--- config.mk ---
export PLATFORM = sky130hd
export DESIGN_NAME = md_iter_unit
export DESIGN_NICKNAME = d
export VERILOG_FILES = /design/src/rtl/md_iter_unit.sv
export SDC_FILE = /design/constraint.sdc
export NUM_CORES = 1
export LEC_CHECK = 0
export ABC_AREA = 0
export BUFFER_PORTS_ARGS = -buffer_cell sky130_fd_sc_hd__buf_2
export CORE_MARGIN = 2
export CORE_UTILIZATION = 45
export CTS_CLUSTER_DIAMETER = 150
export CTS_CLUSTER_SIZE = 14
export DETAILED_ROUTE_END_ITERATION = 12
export GPL_ROUTABILITY_DRIVEN = 1
export GPL_TIMING_DRIVEN = 1
export PLACE_DENSITY_LB_ADDON = 0.2
export REMOVE_ABC_BUFFERS = 1
export SETUP_SLACK_MARGIN = 0.15
export SLEW_MARGIN = 20
export SYNTH_ARGS = -nofsm -noshare
export SYNTH_HDL_FRONTEND = slang
export SYNTH_SLANG_ARGS = --single-unit
export TNS_END_PERCENT = 20
--- constraint.sdc ---
create_clock -name clk_i -period 3.8 [get_ports clk_i]
set_input_delay 0.95 -clock clk_i [delete_from_list [all_inputs] [get_ports clk_i]]
set_output_delay 0.95 -clock clk_i [all_outputs]
set_load 0.03 [all_outputs]
--- src/rtl/md_iter_unit.sv ---
// Iterative radix-2 multiply / restoring divide on unsigned magnitudes; DATA_WIDTH+1 cycles start->valid_o.
// Optional MD_EARLY_OUT_EN: zero-operand mul or divide-by-zero jumps straight to DONE (valid_o one cycle after start).
// Backpressure: start_i only accepted in IDLE/DONE; pipeline stalls on busy_o.
module md_iter_unit #(
    parameter int DATA_WIDTH = 32
) (
    input  logic                    clk_i,
    input  logic                    reset_i,
    input  logic                    start_i,
    input  logic                    kill_i,
    input  logic [3:0]              md_op_i,
    input  logic [DATA_WIDTH-1:0]   rs1_i,
    input  logic [DATA_WIDTH-1:0]   rs2_i,
    output logic [2*DATA_WIDTH-1:0] P_QR_o,
    output logic [1:0]              signs_o,
    output logic [3:0]              md_op_o,
    output logic                    busy_o,
    output logic                    valid_o
);
    localparam int W  = DATA_WIDTH;
    localparam int CW = $clog2(W + 1);
    localparam logic [CW-1:0] CNT_INIT = CW'(W);
    localparam logic [CW-1:0] CNT_LAST = CW'(1);
    localparam logic [W-1:0]  ONE      = W'(1);

    typedef enum logic [1:0] {S_IDLE, S_CALC, S_DONE} state_t;

    state_t         r_state;
    state_t         w_state_nxt;
    logic [CW-1:0]  r_cnt;
    logic [W-1:0]   r_hi;
    logic [W-1:0]   r_lo;
    logic [W-1:0]   r_opnd;
    logic [3:0]     r_op_work;
    logic [1:0]     r_signs_work;

    logic           w_accept;
    logic           w_early;
    logic           w_is_div;
    logic           w_dz;
    logic           w_sa;
    logic           w_sb;
    logic           w_neg1;
    logic           w_neg2;
    logic [W-1:0]   w_mag1;
    logic [W-1:0]   w_mag2;
    logic [1:0]     w_signs;
    logic [W:0]     w_sum;
    logic [W:0]     w_rs;
    logic           w_ge;
    logic [W-1:0]   w_diff;
    logic [W-1:0]   w_hi_nxt;
    logic [W-1:0]   w_lo_nxt;

    assign w_accept = start_i && !kill_i && (r_state == S_IDLE || r_state == S_DONE);
    assign busy_o   = (r_state == S_CALC);
    assign valid_o  = (r_state == S_DONE);

    // Divide-by-zero is run as unsigned so the natural iteration yields {all-ones, raw rs1}.
    always_comb begin
        w_is_div = md_op_i[2];
        w_dz     = w_is_div && (rs2_i == '0);
        if (w_is_div) begin
            w_sa = ~md_op_i[0];
            w_sb = ~md_op_i[0];
        end else begin
            w_sa = (md_op_i[1:0] != 2'b11);
            w_sb = ~md_op_i[1];
        end
        w_neg1  = w_sa && !w_dz && rs1_i[W-1];
        w_neg2  = w_sb && !w_dz && rs2_i[W-1];
        w_mag1  = w_neg1 ? (~rs1_i + ONE) : rs1_i;
        w_mag2  = w_neg2 ? (~rs2_i + ONE) : rs2_i;
        w_signs = w_is_div ? {w_neg2, w_neg1} : {w_neg1, w_neg2};
    end

`ifdef MD_EARLY_OUT_EN
    assign w_early = w_is_div ? w_dz : ((rs1_i == '0) || (rs2_i == '0));
`else
    assign w_early = 1'b0;
`endif

    // One iteration step: hi/lo hold product halves for mul, remainder/quotient for div.
    always_comb begin
        w_sum  = {1'b0, r_hi} + (r_lo[0] ? {1'b0, r_opnd} : {(W+1){1'b0}});
        w_rs   = {r_hi, r_lo[W-1]};
        w_ge   = (w_rs >= {1'b0, r_opnd});
        w_diff = w_rs[W-1:0] - r_opnd;
        if (r_op_work[2]) begin
            w_hi_nxt = w_ge ? w_diff : w_rs[W-1:0];
            w_lo_nxt = {r_lo[W-2:0], w_ge};
        end else begin
            w_hi_nxt = w_sum[W:1];
            w_lo_nxt = {w_sum[0], r_lo[W-1:1]};
        end
    end

    always_ff @(posedge clk_i) begin
        if (reset_i) begin
            r_state <= S_IDLE;
        end else begin
            r_state <= w_state_nxt;
        end
    end

    always_comb begin
        w_state_nxt = r_state;
        case (r_state)
            S_IDLE: if (w_accept) w_state_nxt = w_early ? S_DONE : S_CALC;
            S_CALC: if (r_cnt == CNT_LAST) w_state_nxt = S_DONE;
            S_DONE: begin
                if (w_accept) w_state_nxt = w_early ? S_DONE : S_CALC;
                else          w_state_nxt = S_IDLE;
            end
            default: w_state_nxt = S_IDLE;
        endcase
        if (kill_i) w_state_nxt = S_IDLE;
    end

    always_ff @(posedge clk_i) begin
        if (reset_i) begin
            r_cnt        <= '0;
            r_hi         <= '0;
            r_lo         <= '0;
            r_opnd       <= '0;
            r_op_work    <= '0;
            r_signs_work <= '0;
            P_QR_o       <= '0;
            signs_o      <= '0;
            md_op_o      <= '0;
        end else if (w_accept) begin
            r_cnt        <= CNT_INIT;
            r_op_work    <= md_op_i;
            r_signs_work <= w_signs;
            r_hi         <= '0;
            r_lo         <= w_is_div ? w_mag1 : w_mag2;
            r_opnd       <= w_is_div ? w_mag2 : w_mag1;
            if (w_early) begin
                P_QR_o  <= w_is_div ? {{W{1'b1}}, rs1_i} : '0;
                signs_o <= 2'b00;
                md_op_o <= md_op_i;
            end
        end else if (r_state == S_CALC && !kill_i) begin
            r_cnt <= r_cnt - CNT_LAST;
            r_hi  <= w_hi_nxt;
            r_lo  <= w_lo_nxt;
            if (r_cnt == CNT_LAST) begin
                P_QR_o  <= r_op_work[2] ? {w_lo_nxt, w_hi_nxt} : {w_hi_nxt, w_lo_nxt};
                signs_o <= r_signs_work;
                md_op_o <= r_op_work;
            end
        end
    end

endmodule

==> results.json <==
{
  "status": "finished, final reports clean",
  "cp-end-kind": "flip-flop",
  "pin_count": 144,
  "wl_um": 46100,
  "drv_slew": 0,
  "grt_pass1_vias": 12900,
  "timing.fmax_mhz": 276,
  "overflow": 0,
  "async_reset_ff_share_pct": 0,
  "synth-edff-count": 0,
  "netlist_area_um2": 13100,
  "cp.required_ps": 4140,
  "max_slew_margin_pct": 35.4,
  "cts_setup_buffers": 0,
  "timing.rr.start": "r_lo[0]",
  "power.density_nw_per_um2": 341,
  "path_clk_slew_ps": 80,
  "synth.distinct_cells": 79,
  "place_congestion": 0.952,
  "hold_violations": 0,
  "cp_num_buf_inv": 2,
  "synth_area_leaders": "dfxtp_1 28%, ha_1 6.5%, nand2_1 5.5%",
  "final_cell_mix": "192 x nand2_1, 182 x nor2_1, 179 x dfxtp_1",
  "grtUsageMet3_pct": 4.31,
  "clock_path_buffers": 2,
  "path_cells": "buf_2, buf_4, nor4b_1, nand4_1, or4_4, o41ai_1, xor2_1, nor2_1, o21ai_0, o21ai_0",
  "drtAntennaViolNets": 0,
  "area_delta_synth_final_pct": 16.2,
  "numCtsBuffers": 17,
  "layout_commonest_cell": "nand2_1",
  "crit_path_frequent_cell": "o21ai_0",
  "chipHeight_um": 174,
  "hold_class": "reg -> reg",
  "hp-start": "P_QR_o[61]",
  "yosysTopAreaCellShare_pct": 27.6,
  "vdd.ir_drop.worst_mv": 0.315,
  "critPathLaunchType": "primary input",
  "setup_violations": 0,
  "detail_route.vias_per_cell": 6.08,
  "antenna_found_initial": 0,
  "met2_usage_pct": 47.6,
  "final.period_utilization_pct": 95.5,
  "gr-usage-all-layers_pct": 30.0,
  "seq_area_frac_synth_pct": 27.6,
  "synth.largest_area_cell": "dfxtp_1",
  "clk_latency_ps": 460,
  "n_antenna_cell": 0,
  "min_period_ps": 3630,
  "start_util_pct": 45.6,
  "wl_per_cell_um": 20.5,
  "cts-resized-gates": 0,
  "portBuffers": 143,
  "cpPeakStageDelay_ps": 820,
  "cpLargestDelayFamily": "simple AND/OR/NAND/NOR gates",
  "max_slew.worst_pin.slew_ps": 955,
  "post-dp-hpwl_um": 34100,
  "slowest_stage": "nor4b_1",
  "first_pass_iters": 7,
  "dp.cells": 2213,
  "met1_usage_pct": 42.2,
  "route.detailed.drc": 0,
  "die-width_um": 174,
  "cts_sinks": 180,
  "cts_max_level": 4,
  "rows": 62,
  "cts_root_buf": "clkbuf_16",
  "busiest_layer": "met2",
  "vias": 13700,
  "die_area_um2": 30400,
  "path_class": "in -> reg",
  "synth_ff_type": "dfxtp_1",
  "first_iter_violations": 1376,
  "leakagePower_nw": 6.27,
  "grt_max_degree": 108,
  "syn_inst": 1719,
  "grt_pass1_wl_um": 72300,
  "finClkSkew_ps": 15.0,
  "startpoint": "rs1_i[0]",
  "arrival_ps": 3970,
  "ys_seq_elements": 180,
  "layout-drive-gt1-share_pct": 16.2,
  "cap_viol_max_count": 0,
  "whs_ps": 446,
  "cts_tree": "built",
  "crit_path_max_fanout": 4,
  "nets": 1990,
  "rsz0062_at_grt": "true",
  "yosysWarnings": 0,
  "core_area_um2": 28600,
  "postCtsHoldBufs": 0,
  "fin_cells": 2245,
  "avgSynthCellArea_um2": 7.60
}
==> state kept, by name (all words and copies together) (netlist names) <==
| name | count |
|---|---|
| r_signs_work | 2 |
| r_lo | 32 |
| signs_o | 2 |
| md_op_o | 4 |
| r_opnd | 32 |
| r_state | 2 |
| r_cnt | 6 |
| r_hi | 32 |
| r_op_work | 4 |
| P_QR_o | 64 |
==> cells by family (layout without fill, tap and decap cells) <==
logic type / after synthesis / after routing / synth area share, %
AOI/OAI and AO/OA: 559 / 559 / 28.7
xor gates and xnor gates: 113 / 113 / 7.58
adders and majority gates: 70 / 70 / 6.82
buffers and inverters: 171 / 313 / 5.10
DFF: 180 / 180 / 27.6
muxes: 41 / 41 / 3.23
and+or+nand+nor: 585 / 585 / 20.9
==> metrics by stage <==
| stage | total power, mW | cell area (um2) | setup WS, ps | utilization [%] | TNS, ps |
|---|---|---|---|---|---|
| after floorplan | 2.82 | 12600 | -1770 | - | -166590 |
| after global placement | 3.27 | 14500 | -111 | 50.7 | -119 |
| after detailed placement | 3.28 | 14500 | -132 | 50.7 | -132 |
| after CTS | 5.16 | 15100 | 184 | 52.9 | 0 |
| after global routing | 5.38 | 15200 | 46.2 | 53.0 | 0 |
| final | 5.17 | 15200 | 171 | 53.0 | 0 |
==> layer usage <==
metal	share of wire (%)	vias up	routed length, um
met5	0	-	0
li1	-	6514	-
met2	45	533	20600
met4	2.4	0	1080
met1	46	6543	21200
met3	6.9	64	3200
==> where the power goes <==
group / total (mW) / internal [mW] / switching (mW)
clock: 1.90 / 1.00 / 0.893
combinational: 1.26 / 0.493 / 0.768
sequential: 2.01 / 1.95 / 0.0622
total: 5.17 / 3.44 / 1.72
==> synthesized netlist by cell type (all sizes together) (6+ instances only) <==
cell    count
a211oi     37
a21boi      6
a21o       36
a21oi     141
a221oi     10
a311o       7
a311oi     28
a31o        6
a31oi      28
and2       39
and3       11
buf        22
clkbuf     89
dfxtp     180
ha         68
inv        60
mux2        9
mux2i      32
nand2     192
nand2b     17
nand3      22
nand4       9
nor2      184
nor2b      18
nor3       47
o211ai     41
o21a       11
o21ai     111
o21bai      7
o221ai     25
o22ai       6
o31ai      15
o32a        8
o41ai       9
or2         6
or3         6
or4        11
xnor2      57
xor2       56
==> cell type report <==
| class | instances | area (um2) |
|---|---|---|
| fill | 2862 | 13500 |
| tap | 384 | 480 |
| multi-input combinational | 1368 | 8850 |
| timing repair buffer | 221 | 1390 |
| inverter | 60 | 225 |
| clock inverter | 15 | 190 |
| sequential | 180 | 3610 |
| clock buffer | 17 | 425 |
==> path summary, 6_finish.rpt <==
path | endpoint | slack (ps) | depth (start not counted)
min | P_QR_o[61] | 450 | 2
min reg2reg | P_QR_o[61] | 450 | 2
max | r_opnd[27] | 170 | 10
max reg2reg | r_hi[30] | 260 | 14
==> worst register-to-register path, stage by stage (launching register included) <==
cell and delay [ps]:
dfxtp_1 360, buf_12 160, and2_1 160, ha_1 330
a21oi_1 180, o21ai_0 130, a221oi_1 300, buf_4 170
nand3_1 160, and3b_1 280, o311ai_2 310, a21boi_0 130
or3b_1 440, a31oi_1 200, and3_1 160
No activity file was read; power rests on OpenSTA's default activity.
